==> config.mk <==
export PLATFORM = sky130hd
export DESIGN_NAME = lane_packer
export DESIGN_NICKNAME = d
export VERILOG_FILES = /design/src/rtl/lane_packer.sv
export SDC_FILE = /design/constraint.sdc
export NUM_CORES = 1
export LEC_CHECK = 0
export ABC_CLOCK_PERIOD_IN_PS = 2300
export BUFFER_PORTS_ARGS = -buffer_cell sky130_fd_sc_hd__buf_4
export CAP_MARGIN = 20
export CORE_MARGIN = 4
export CORE_UTILIZATION = 50
export DETAILED_ROUTE_END_ITERATION = 16
export PLACE_DENSITY = 0.74
export RECOVER_POWER = 25
export SETUP_SLACK_MARGIN = 0.3
export SYNTH_ARGS = -nofsm -noshare
export SYNTH_HDL_FRONTEND = slang
export SYNTH_SLANG_ARGS = --single-unit
==> constraint.sdc <==
create_clock -name clk -period 2.3 [get_ports clk]
set_clock_uncertainty 0.1 [all_clocks]
set_input_delay 0.69 -clock clk [delete_from_list [all_inputs] [get_ports clk]]
set_output_delay 0.69 -clock clk [all_outputs]
set_load 0.1 [all_outputs]
==> src/rtl/lane_packer.sv <==
// lane_packer: packs a serial valid/ready sample stream into PAR_FACTOR-lane groups with flush of partial groups
module lane_packer #(
  parameter int PAR_FACTOR = 4,
  parameter int DATA_WIDTH = 4,
  localparam int CNT_WIDTH = $clog2(PAR_FACTOR + 1)
) (
  input  logic                  clk,
  input  logic                  rst,
  input  logic [DATA_WIDTH-1:0] s_data,
  input  logic                  s_valid,
  output logic                  s_ready,
  input  logic                  flush,
  output logic [DATA_WIDTH-1:0] m_data [PAR_FACTOR],
  output logic                  m_valid,
  input  logic                  m_ready,
  output logic [CNT_WIDTH-1:0]  m_count,
  output logic                  busy
);
  typedef enum logic {FILL, FLUSH_WAIT} state_t;
  state_t state_q, state_d;
  logic [CNT_WIDTH-1:0] idx_q, idx_d, cnt_q, cnt_d;
  logic [DATA_WIDTH-1:0] buf_q [PAR_FACTOR];
  logic [DATA_WIDTH-1:0] buf_d [PAR_FACTOR];
  logic [DATA_WIDTH-1:0] out_q [PAR_FACTOR];
  logic [DATA_WIDTH-1:0] out_d [PAR_FACTOR];
  logic [DATA_WIDTH-1:0] grp [PAR_FACTOR];
  logic mv_q, mv_d, load_ok, acc, full, fl_req, emit;
  always_comb begin
    load_ok = !mv_q || m_ready;
    s_ready = !rst && state_q == FILL && !(idx_q == CNT_WIDTH'(PAR_FACTOR - 1) && !load_ok);
    acc = s_valid && s_ready;
    full = acc && idx_q == CNT_WIDTH'(PAR_FACTOR - 1);
    fl_req = state_q == FILL && flush && (idx_q != '0 || acc);
    // a pending or freshly requested partial group leaves only when the output register can take it
    emit = full || ((fl_req || state_q == FLUSH_WAIT) && load_ok);
    for (int i = 0; i < PAR_FACTOR; i++) grp[i] = (acc && idx_q == CNT_WIDTH'(i)) ? s_data : buf_q[i];
    for (int i = 0; i < PAR_FACTOR; i++) begin
      out_d[i] = emit ? grp[i] : out_q[i];
      buf_d[i] = emit ? '0 : grp[i];
    end
    cnt_d = emit ? (full ? CNT_WIDTH'(PAR_FACTOR) : idx_q + CNT_WIDTH'(acc)) : cnt_q;
    mv_d = emit || (mv_q && !m_ready);
    idx_d = emit ? '0 : idx_q + CNT_WIDTH'(acc);
    state_d = emit ? FILL : (fl_req ? FLUSH_WAIT : state_q);
  end
  always_ff @(posedge clk) begin
    if (rst) begin
      state_q <= FILL;
      idx_q <= '0;
      cnt_q <= '0;
      mv_q <= 1'b0;
      for (int i = 0; i < PAR_FACTOR; i++) begin
        buf_q[i] <= '0;
        out_q[i] <= '0;
      end
    end else begin
      state_q <= state_d;
      idx_q <= idx_d;
      cnt_q <= cnt_d;
      mv_q <= mv_d;
      buf_q <= buf_d;
      out_q <= out_d;
    end
  end
  assign m_data = out_q;
  assign m_valid = mv_q;
  assign m_count = cnt_q;
  assign busy = idx_q != '0 || state_q == FLUSH_WAIT || mv_q;
endmodule

# [After elaboration in Yosys (flattened, before gate mapping)]
# Cells that the tools add are included.
[op_classes] muxes=5 eq_ne=3 shifts=0 bitwise=1 n_lt_le_gt_ge=0 n_mul=0 add_sub_neg=1 reduce_logical=27 n_div=0
[op_table] operator="two-way mux 4 bit" count=4
[op_table] operator="logical AND 1 bit" count=12
[op_table] operator="logical OR 1 bit" count=7
[op_table] operator="== test 3 x 2 -> 1 bit (second input constant)" count=2
[op_table] operator="logical NOT 1 bit" count=5
[op_table] operator="adder 3 x 1 -> 3 bit" count=1
[op_table] operator="== test 3 x 1 -> 1 bit (second input constant)" count=1
[op_table] operator="logical NOT 3 bit" count=1
[op_table] operator="two-way mux 3 bit" count=1
[op_table] operator="nonzero test 3 bit" count=1
[op_table] operator="OR reduction 2 bit" count=1
[op_table] operator="NOT 1 bit" count=1
[totals] input_bits=9 n_memories=0 latch_bits=0 mem_bits_ro=0 ramBits=0 output_inout_bits=22 elab_cells=49 reg_bits=40

# [Logic depth before layout (Yosys ltp)]
[depth] ltp_word=13 ltp_mapped=8 depth_no_buf=8

# [Worst setup path after synthesis]
# Ideal clock, no wire load.
[synth_path] kind="flip-flop to output port" startpoint="register mv_q, in the netlist m_valid" endpoint="output s_ready" stages_incl_launch_ff=4 n_path_buf=0 arrival_time_ns=2.448 required_ns=1.510 slack_ns=-0.938 cell_sequence="dfxtp_1 > nor2b_1 > a21o_2 > nor2_1"
[synth_between] elab_chain_len=6
[synth_lines] element="start, declared" line_no="27" rtl="logic mv_q, mv_d, load_ok, acc, full, fl_req, emit;"
[synth_lines] element="start signal, assigned" line_no="60" rtl="mv_q <= mv_d;"
[synth_lines] element="logical NOT 1 bit" line_no="29" rtl="load_ok = !mv_q || m_ready;"
[synth_lines] element="logical OR 1 bit" line_no="29"
[synth_lines] element="logical NOT 1 bit" line_no="30" rtl="s_ready = !rst && state_q == FILL && !(idx_q == CNT_WIDTH'(PAR_FACTOR - 1) && !load_ok);"
[synth_lines] element="logical AND 1 bit" line_no="30"
[synth_lines] element="logical NOT 1 bit" line_no="30"
[synth_lines] element="logical AND 1 bit" line_no="30"
[synth_lines] element="end, declared" line_no="11" rtl="output logic s_ready,"
# Every way passes these cells.

# [Worst setup path after layout]
[layout_path] startpoint="register idx_q[0]" endpoint="output s_ready"
[layout_between] elab_chain_len=4
[layout_lines] element="start, declared" line_no="21" rtl="logic [CNT_WIDTH-1:0] idx_q, idx_d, cnt_q, cnt_d;"
[layout_lines] element="start signal, assigned" line_no="58" rtl="idx_q <= idx_d;"
[layout_lines] element="== test 3 x 2 -> 1 bit" line_no="30"
[layout_lines] element="logical AND 1 bit" line_no="30"
[layout_lines] element="logical NOT 1 bit" line_no="30"
[layout_lines] element="logical AND 1 bit" line_no="30"
# Every way passes these cells.

==> impl_metrics.csv <==
group,metric,value,unit
clocking,cts.sinks,40,
finish,syn_to_final_growth,32.0,%
yosys,syn-cell-area,1550,um^2
routing,drc_errors,0,
pwr,p_leak,0.962,nW
finish,final_nets,205,
sta,fin_tns_setup,0,ns
sta,fmax,465,MHz
floorplanning,die_w,63.8,um
finish,multi_input_comb_area,806,um^2
pwr,total_power,1.79,mW
sta,rsz0062_at_grt,"true",
sta,hold_viol,0,
finish,fillers,216,
grt,grt_max_degree,21,
floorplanning,rows,19,
sta,slew_headroom,0.633,
finish,regArea,815,um^2
clocking,clk_pin_slew,0.12,ns
run,timing.max_cap.violations,0,
worst_setup_path,reg2reg_slack,0.33,ns
placement,place.port_buffers,30,
placement,dpl_cell_area,1900,um^2
routing,dr_total_vias,1297,
grt,grt_util_all_layers,0.199,
yosys,avgSynthCellArea,10.1,um^2
clocking,cts_made_buffers,5,
placement,gp_congestion,0.738,
clocking,insertion_delay,0.34,ns
grt,grt_pass1_vias,1319,
run_status,outcome,"completed",
sta,hold_ws,0.421,ns
floorplanning,start_util,0.545,
finish,layout-drive-gt1-share,0.381,
grt,grt_overflow_total,0,
sta,slew_violations,0,
clocking,clock_path_buffers,2,
clocking,cts_tree,"built",
floorplanning,core_area,2850,um^2
yosys,ys_seq_elements,40,
finish,postLayoutCoreUtil,0.719,
worst_setup_path,endpoint_kind,"output pin",
finish,diodes,0,
placement,dp_hpwl,2.56,mm
grt,antenna_found_initial,0,
worst_setup_path,critPathArrivalTime,1.36,ns
yosys,synth.net_count,165,
grt,grt_pass1_wl,6.21,mm
yosys,ys_types,29,
sta,finalSetupViolations,0,
routing,drt-pass1-iter-count,4,
routing,viasPerCell,5.76,
sta,finalCritPeriodShare,0.935,
worst_setup_path,startpoint_type,"flop",
pwr,ir_worst_vdd,0.699,mV
clocking,h-tree-depth,2,
yosys,synthCells,154,
sta,tightest_slew,0.553,ns
routing,wirelength,3.96,mm
yosys,synth-warning-count,0,
sta,fin_crit,2.15,ns
routing,drt_first_iter_violations,50,
yosys,seq_area_frac_synth,0.515,
worst_setup_path,crit_required,1.51,ns
hold_path,hp-class,"flop to flop",
floorplanning,die_area,4060,um^2
routing,postRouteAntennaNets,0,
floorplanning,die_height,63.8,um
floorplanning,pin_count,31,
routing,post_drt_wl_per_cell,17.6,um
pwr,power.density,871,nW/um^2
worst_setup_path,crit_type,"flop to output pin",
finish,fin_area,2050,um^2
clocking,cts_root_buf,"clkbuf_4",
worst_setup_path,crit_fanout,4,
==> metal layers <==
| layer | global-route usage | wire length, um | vias to the layer above |
|---|---|---|---|
| met1 | 0.224 | 1730 | 631 |
| met5 | 0 | 0 | - |
| met4 | 0.0836 | 73 | 0 |
| met2 | 0.356 | 1960 | 34 |
| li1 | - | - | 626 |
| met3 | 0.0508 | 198 | 6 |
==> cells by family (layout without fill, tap and decap cells) <==
kind of cell,Yosys count,after routing,share of synthesized area
AO/OA/AOI/OAI,38,38,0.159
XOR/XNOR,1,1,0.00564
adder cells (fa/ha/maj),2,2,0.0161
buffers and inverters,13,52,0.0483
flip-flops,40,40,0.515
multiplexers,18,18,0.116
AND/OR/NAND/NOR,42,43,0.140
==> where the power goes <==
group          internal [mW]  leakage, nW  switching (mW)  total [mW]
logic                  0.145        0.596           0.477       0.622
clock network          0.174       0.0374           0.220       0.394
registers              0.741        0.329          0.0310       0.772
==> worst paths after layout <==
check | from | end | cells past startpoint
setup / recovery | idx_q[0]$_SDFF_PP0_ | s_ready | 5
hold / removal | buf_q[14]$_SDFF_PP0_ | buf_q[14]$_SDFF_PP0_ | 2
setup reg to reg | idx_q[2]$_SDFF_PP0_ | m_data[0]$_SDFFE_PP0P_ | 5
hold reg to reg | buf_q[14]$_SDFF_PP0_ | buf_q[14]$_SDFF_PP0_ | 2
==> through the flow <==
| stage | worst slack (ns) | instances |
|---|---|---|
| after floorplan | 0.0593 | 154 |
| after global placement | -0.0507 | 215 |
| after detailed placement | -0.0990 | 215 |
| after CTS | 0.154 | 225 |
| after global routing | 0.0900 | 225 |
| final | 0.150 | 225 |
==> what timing repair did <==
action / CTS / global route
pin swaps: 1 / 0
hold buffers: 0 / 0
resized for setup: 14 / 11
endpoints found under the setup margin: 6 / 31
cloned: 1 / 0
setup buffers: 2 / 0
==> cells in the mapped netlist (all sizes together) <==
cell	n	area, um^2
dfxtp	40	801
nor2	24	90.1
mux2i	18	180
a21oi	17	85.1
o31ai	16	120
buf	7	52.5
nor3	5	36.3
clkbuf	3	11.3
nand2	3	18.8
ha	2	25.0
inv	2	7.51
nand2b	2	12.5
nand3	2	10.0
or3b	2	17.5
a211o	1	8.76
a211oi	1	7.51
a21o	1	8.76
a311oi	1	8.76
clkinv	1	3.75
nor2b	1	6.26
nor4	1	6.26
o21a	1	7.51
or3	1	6.26
or4b	1	13.8
xnor2	1	8.76
==> cell usage in the layout (no fill, tap or decap), types with 2 or more instances in the layout <==
cell type   n
nand3_4     2
clkbuf_2   14
o31ai_1    16
buf_12      2
nor2_1     23
a21oi_1    14
mux2i_2     2
a21oi_2     3
nor3_1      4
or3b_4      2
dfxtp_1    35
mux2i_1    14
buf_4      23
clkbuf_4    5
ha_1        2
mux2i_4     2
clkbuf_8    2
buf_6       3
dfxtp_2     2
dfxtp_4     3
inv_1       2
==> critical path, stage by stage (launching register included) <==
cell	delay (ns)
dfxtp_4	0.39
nand2_4	0.08
nor2_1	0.04
a21o_2	0.22
nor2_4	0.10
buf_12	0.18
==> cell type report <==
class | count | area share
sequential | 40 | 0.397
multi-input combinational | 102 | 0.393
timing repair buffer | 42 | 0.154
clock buffer | 7 | 0.0317
tap | 31 | 0.0189
inverter | 3 | 0.00549
==> sequential cells by signal, summed over array words and instances, names as in the netlist <==
| register | count |
|---|---|
| buf_q | 16 |
| idx_q | 3 |
| m_count | 3 |
| m_data | 16 |
| m_valid | 1 |
| state_q | 1 |
No activity file was read; power rests on OpenSTA's default activity.
